### src/rtl/prio_encoder_q.sv
// rtl/prio_encoder_q.sv - registered N-to-log2(N) priority encoder with request capture and valid/ready output
module prio_encoder_q #(
  parameter int N         = 8,
  parameter int W         = $clog2(N),
  parameter bit MSB_FIRST = 1'b1
) (
  input  logic         clk,
  input  logic         rst,
  input  logic [N-1:0] req_i,
  input  logic         flush_i,
  output logic         out_valid_o,
  input  logic         out_ready_i,
  output logic [W-1:0] out_idx_o,
  output logic [N-1:0] out_onehot_o,
  output logic [N-1:0] pending_o,
  output logic         dup_o
);

  logic [N-1:0] pending;
  logic         acc;
  logic         ld;
  logic [N-1:0] clr;
  logic [N-1:0] cand;
  logic [W-1:0] win_idx;
  logic [N-1:0] win_oh;

  assign acc  = out_valid_o && out_ready_i;
  assign clr  = acc ? out_onehot_o : '0;
  assign ld   = !out_valid_o || out_ready_i;
  // The bit being accepted this cycle must not be re-selected on the same load.
  assign cand = pending & ~clr;

  assign pending_o = pending;

  // Priority winner of the candidates; the last match in scan order wins.
  always_comb begin
    win_idx = '0;
    win_oh  = '0;
    if (MSB_FIRST) begin
      for (int i = 0; i < N; i++) begin
        if (cand[i]) win_idx = W'(i);
      end
    end else begin
      for (int i = N - 1; i >= 0; i--) begin
        if (cand[i]) win_idx = W'(i);
      end
    end
    if (cand != '0) win_oh[win_idx] = 1'b1;
  end

  // Pending capture, output register load/hold, sticky duplicate flag.
  always_ff @(posedge clk) begin
    if (rst) begin
      pending      <= '0;
      out_valid_o  <= 1'b0;
      out_idx_o    <= '0;
      out_onehot_o <= '0;
      dup_o        <= 1'b0;
    end else if (flush_i) begin
      pending      <= '0;
      out_valid_o  <= 1'b0;
      out_idx_o    <= '0;
      out_onehot_o <= '0;
      dup_o        <= 1'b0;
    end else begin
      pending <= (pending & ~clr) | req_i;
      dup_o   <= dup_o | (|(req_i & pending & ~clr));
      if (ld) begin
        out_valid_o  <= (cand != '0);
        out_idx_o    <= win_idx;
        out_onehot_o <= win_oh;
      end
    end
  end

endmodule

### config.mk
export PLATFORM = sky130hd
export DESIGN_NAME = prio_encoder_q
export DESIGN_NICKNAME = d
export VERILOG_FILES = /design/src/rtl/prio_encoder_q.sv
export SDC_FILE = /design/constraint.sdc
export NUM_CORES = 1
export LEC_CHECK = 0
export CAP_MARGIN = 20
export CORE_ASPECT_RATIO = 2
export CORE_MARGIN = 10
export CORE_UTILIZATION = 30
export CTS_BUF_LIST = sky130_fd_sc_hd__clkbuf_16
export CTS_CLUSTER_DIAMETER = 40
export DETAILED_ROUTE_END_ITERATION = 12
export DONT_BUFFER_PORTS = 1
export GPL_TIMING_DRIVEN = 0
export SKIP_LAST_GASP = 1
export SYNTH_ARGS = -nofsm -noshare
export SYNTH_HDL_FRONTEND = slang
export SYNTH_SLANG_ARGS = --single-unit
export TNS_END_PERCENT = 1
### constraint.sdc
create_clock -name clk -period 2.12 [get_ports clk]
set_input_delay 0.424 -clock clk [delete_from_list [all_inputs] [get_ports clk]]
set_output_delay 0.424 -clock clk [all_outputs]
set_load 0.05 [all_outputs]
# ---- Word-level counts from Yosys, hierarchy flattened
# Cells that the tools add are included.
dict set report totals {
  regBits 21
  elab_cells 31
}
dict set report classes {
  order_cmp 2
  mux 11
  bitwise 6
  n_reduce_logical 7
}
# op n
set op_table {}
lappend op_table {{$and A8 B8 Y8} 3}
lappend op_table {{$mux W8} 2}
lappend op_table {{$mux W3} 5}
lappend op_table {{$not A8 Y8} 1}
lappend op_table {{$or A8 B8 Y8} 1}
lappend op_table {{$reduce_bool A8 Y1} 1}
lappend op_table {{$reduce_or A8 Y1} 1}
lappend op_table {{$lt A3 B4 Y1 const B} 1}
lappend op_table {{$demux W1 S3} 1}
lappend op_table {{$ge A3 B1 Y1 const B} 1}
lappend op_table {{$logic_and A1 B1 Y1} 2}
lappend op_table {{$mux W1} 2}
lappend op_table {{$mux W2} 1}
lappend op_table {{$reduce_or A2 Y1} 1}
lappend op_table {{$logic_not A1 Y1} 1}
lappend op_table {{$logic_or A1 B1 Y1} 1}
lappend op_table {{$or A1 B1 Y1} 1}

# ---- Longest topological paths before layout
dict set report logic_depth {
  depth_word 16
  ltp_mapped 6
  mapped_depth_nobuf 5
}

# ---- Least setup slack after synthesis
# OpenSTA, ideal clock, no wires.
dict set report synth_path {
  kind {register to register}
  startpoint {register out_valid_o}
  endpoint {register out_onehot_o[1]}
  arrival_time_ps 1858
  required_time_ps 1991
  path_slack_ps 134
  stages_incl_launch_ff 7
  path_buffers 1
  period_less_slack_ps 1986
  path_cell_list {dfxtp_1 > and2_1 > buf_6 > a21boi_2 > a2111o_1 > a21oi_1 > o21ai_0}
}
dict set report synth_via {
  elab_chain_len 16
}
# element line_no
set synth_rtl {}
lappend synth_rtl {{start: declaration} 11} ;# output logic out_valid_o,
lappend synth_rtl {{start signal: assignment} 69} ;# out_valid_o <= (cand != '0);
lappend synth_rtl {{$logic_and A1 B1 Y1} 27} ;# assign acc = out_valid_o && out_ready_i;
lappend synth_rtl {{$mux W8} 28} ;# assign clr = acc ? out_onehot_o : '0;
lappend synth_rtl {{$not A8 Y8} 31} ;# assign cand = pending & ~clr;
lappend synth_rtl {{$and A8 B8 Y8} 31}
lappend synth_rtl {{$mux W1} 41} ;# if (cand[i]) win_idx = W'(i);
lappend synth_rtl {{$mux W2} 41}
lappend synth_rtl {{$mux W3 (5 in a row)} 41}
lappend synth_rtl {{$lt A3 B4 Y1 (not written as such) / $ge A3 B1 Y1 (equally long branches)} 48} ;# if (cand != '0) win_oh[win_idx] = 1'b1;
lappend synth_rtl {{$logic_and A1 B1 Y1 (not written as such)} 48}
lappend synth_rtl {{$mux W1 (not written as such)} 48}
lappend synth_rtl {{$demux W1 S3} 48}
lappend synth_rtl {{$mux W8} 48}
lappend synth_rtl {{end signal: assignment} 71} ;# out_onehot_o <= win_oh;
lappend synth_rtl {{end: declaration} 14} ;# output logic [N-1:0] out_onehot_o,
# Parallel ways exist; a longest one is shown, timed or not.
# A chain may end at the register's enable or synchronous reset.

# ---- Worst setup path after layout
# Same ends and word-level chain as after synthesis.

==> flow_metrics.tcl <==
set metrics [dict create \
    ys_seq_area_frac 0.4468 \
    synth_warnings 0 \
    rsz0062_at_grt "no" \
    track_usage 0.09561 \
    num_rows 28 \
    synth.area.mux_share 0 \
    post_cts_buffers 0 \
    gp_congestion 0.7461 \
    run_status "completed" \
    tns_ps 0 \
    slowest_delay_ps 550 \
    finalSetupViolations 0 \
    synth_fa_ha_area_frac 0 \
    antenna_found_initial 0 \
    drt_iter0_drc 29 \
    synth_area_leaders "dfxtp_1, nor2_1, a21oi_1" \
    worstSetupPathType "reg2reg" \
    critPathBufInv 1 \
    synth.distinct_cells 31 \
    die_area_um2 5912 \
    swShare 0.2847 \
    synthArstFlopShare 0 \
    power.switching_uw 279.9 \
    fin_crit_sh 0.9342 \
    cp_top_family "compound AO/OA/AOI/OAI gates" \
    vias 859 \
    synth_top_family_by_area "simple AND/OR/NAND/NOR gates" \
    ys.flop_type "dfxtp_1" \
    path_cells "and2_1, buf_6, a21boi_2, a2111o_1, a21oi_2, o21ai_0" \
    synth_edf_count 0 \
    finalPower_uw 983.1 \
    synth-simple-area-share 0.2686 \
    syn_avg_cell_area_um2 7.974 \
    drv_slew 0 \
    io_pins 33 \
    power_density_nw_per_um2 921.1 \
    syn-num-nets 130 \
    drt_pass1_iterations 4 \
    syn_area_um2 940.9 \
    drc 0 \
    dp_hpwl_mm 2.191 \
    fillers 295 \
    seq_power_share 0.505 \
    skew_ps 2.633 \
    clkSlewWorstSetupHoldPaths_ps 50 \
    synth_top_area_share 0.4468 \
    cp_max_fo 10 \
    finalHoldViolCount 0 \
    syn2layout_area_growth_pct 13.43 \
    cts_inserted_buffers 3 \
    intPower_uw 703.2 \
    peakVddDrop_uv 307.5 \
    cts_hold_buf 0 \
    die_h_um 99.20 \
    cts_buffer_depth 2 \
    cp_slowest_cell "dfxtp_2" \
    n_antenna_cell 0 \
    core_um2 2978 \
    worstSetupStartpointType "flip-flop" \
    yosysTopAreaCell "dfxtp_1" \
    die_x_um 59.60 \
    start_util 0.3160 \
    critPathRequiredTime_ps 2240 \
    clock_power_share 0.396 \
    grt_pass1_vias 864 \
    synth_compound_area_frac 0.2527 \
    grt_max_degree 12 \
    cts_tree "built" \
    synth_most_common_cell "nor2_1" \
    synthCells 118 \
    timing.final.ws_setup_ps 139.4 \
    drive_above_1_share 0.08197 \
    vias_per_cell 5.651 \
    drv_cap 0 \
    clk_latency_ps 250 \
    cp-end-kind "flip-flop" \
    fin_nets 135 \
    antenna_left 0 \
    crit_arrival_ps 2110 \
    wirelength_mm 2.730 \
    power.leakage_nw 0.3960 \
    io_buffers 0 \
    slew_headroom 0.4730 \
    cts_root_buf "clkbuf_16" \
    dp_slack_ps -172.8 \
    ys_top_cells_by_count "nor2_1, dfxtp_1, nand2_1" \
    wire_per_inst_um 17.96 \
    grt_overflow_total 0 \
    worst_slew_pin_slew_ps 783.5 \
    holdCritPathClass "in2reg" \
    grt_pass1_wl_mm 4.395 \
    htreeDepth 1 \
    combPwrFrac 0.099 \
    post_cts_resized 1 \
    cts_sinks 21 \
    period_minus_slack_ps 1981 \
    synth_seq_cells 21 \
    synth_xor_area_frac 0 \
    clock.fmax_mhz 504.9 \
]
-- cell usage in the layout, fill, tap and decap left out, types with 2 or more instances in the layout --
cell type / synthesis / layout
nor2_1: 25 / 25
dfxtp_1: 21 / 20
nand2_1: 13 / 13
a21oi_1: 11 / 10
o21ai_0: 6 / 6
inv_1: 4 / 5
nand3_1: 4 / 4
nand2b_1: 4 / 4
nor2b_1: 4 / 4
a32oi_1: 3 / 3
clkbuf_16: 0 / 3
a21boi_0: 2 / 2
a31oi_1: 2 / 2
-- sequential cells by signal, summed over array words and instances (netlist names) --
| name | flops |
|---|---|
| pending_o | 8 |
| out_valid_o | 1 |
| out_onehot_o | 8 |
| dup_o | 1 |
| out_idx_o | 3 |
-- stage by stage --
step / util / hold slack (ps) / cells / instance area (µm²)
after CTS: 0.3555 / 292.6 / 152 / 1059
final: 0.3584 / 288.6 / 152 / 1067
after detailed placement: 0.3286 / 552.0 / 148 / 978.4
after floorplan: - / 541.4 / 118 / 940.9
after global routing: 0.3584 / 303.1 / 152 / 1067
after global placement: 0.3286 / 545.6 / 148 / 978.4
-- path summary, 6_finish.rpt --
| path | slack [ps] | from | to | depth (start not counted) |
|---|---|---|---|---|
| hold / removal | 290 | req_i[5] | pending_o[5]$_SDFF_PP0_ | 2 |
| setup reg to reg | 140 | out_valid_o$_SDFFE_PP0P_ | out_onehot_o[1]$_SDFFE_PP0P_ | 6 |
| setup / recovery | 140 | out_valid_o$_SDFFE_PP0P_ | out_onehot_o[1]$_SDFFE_PP0P_ | 6 |
| hold reg to reg | 720 | out_onehot_o[7]$_SDFFE_PP0P_ | out_onehot_o[7]$_SDFFE_PP0P_ | 2 |
-- layer usage --
layer,GRT usage,vias up,routed length (µm)
met2,0.1665,36,1439
met3,0.04586,5,339
li1,-,427,-
met4,0.04688,0,53
met1,0.08747,391,897
met5,0,-,0
-- area by class of cell --
class / instances / area (µm²) / area share
multi-input cells: 91 / 499.2 / 0.4678
flip-flops and latches: 21 / 421.7 / 0.3951
clock buffers: 3 / 75.07 / 0.07034
well taps: 30 / 37.54 / 0.03517
plain buffers: 2 / 15.01 / 0.01407
inverters: 4 / 15.01 / 0.01407
clock inverters: 1 / 3.754 / 0.003517
-- cell families (layout without fill, tap and decap cells) --
kind of cell | after synthesis | count (layout)
compound gates | 35 | 35
simple gates | 56 | 56
buf+inv | 6 | 10
flops | 21 | 21
-- power groups by stage --
stage / clock network [mW] / logic, mW / registers, mW
6_report: 0.390 / 0.0975 / 0.496
5_1_grt: 0.413 / 0.112 / 0.499
4_1_cts: 0.397 / 0.0945 / 0.497
3_5_place_dp: 0 / 0.0936 / 0.506
3_3_place_gp: 0 / 0.0917 / 0.505
2_1_floorplan: 0 / 0.0749 / 0.496
Power figures use the tool's default switching activity.
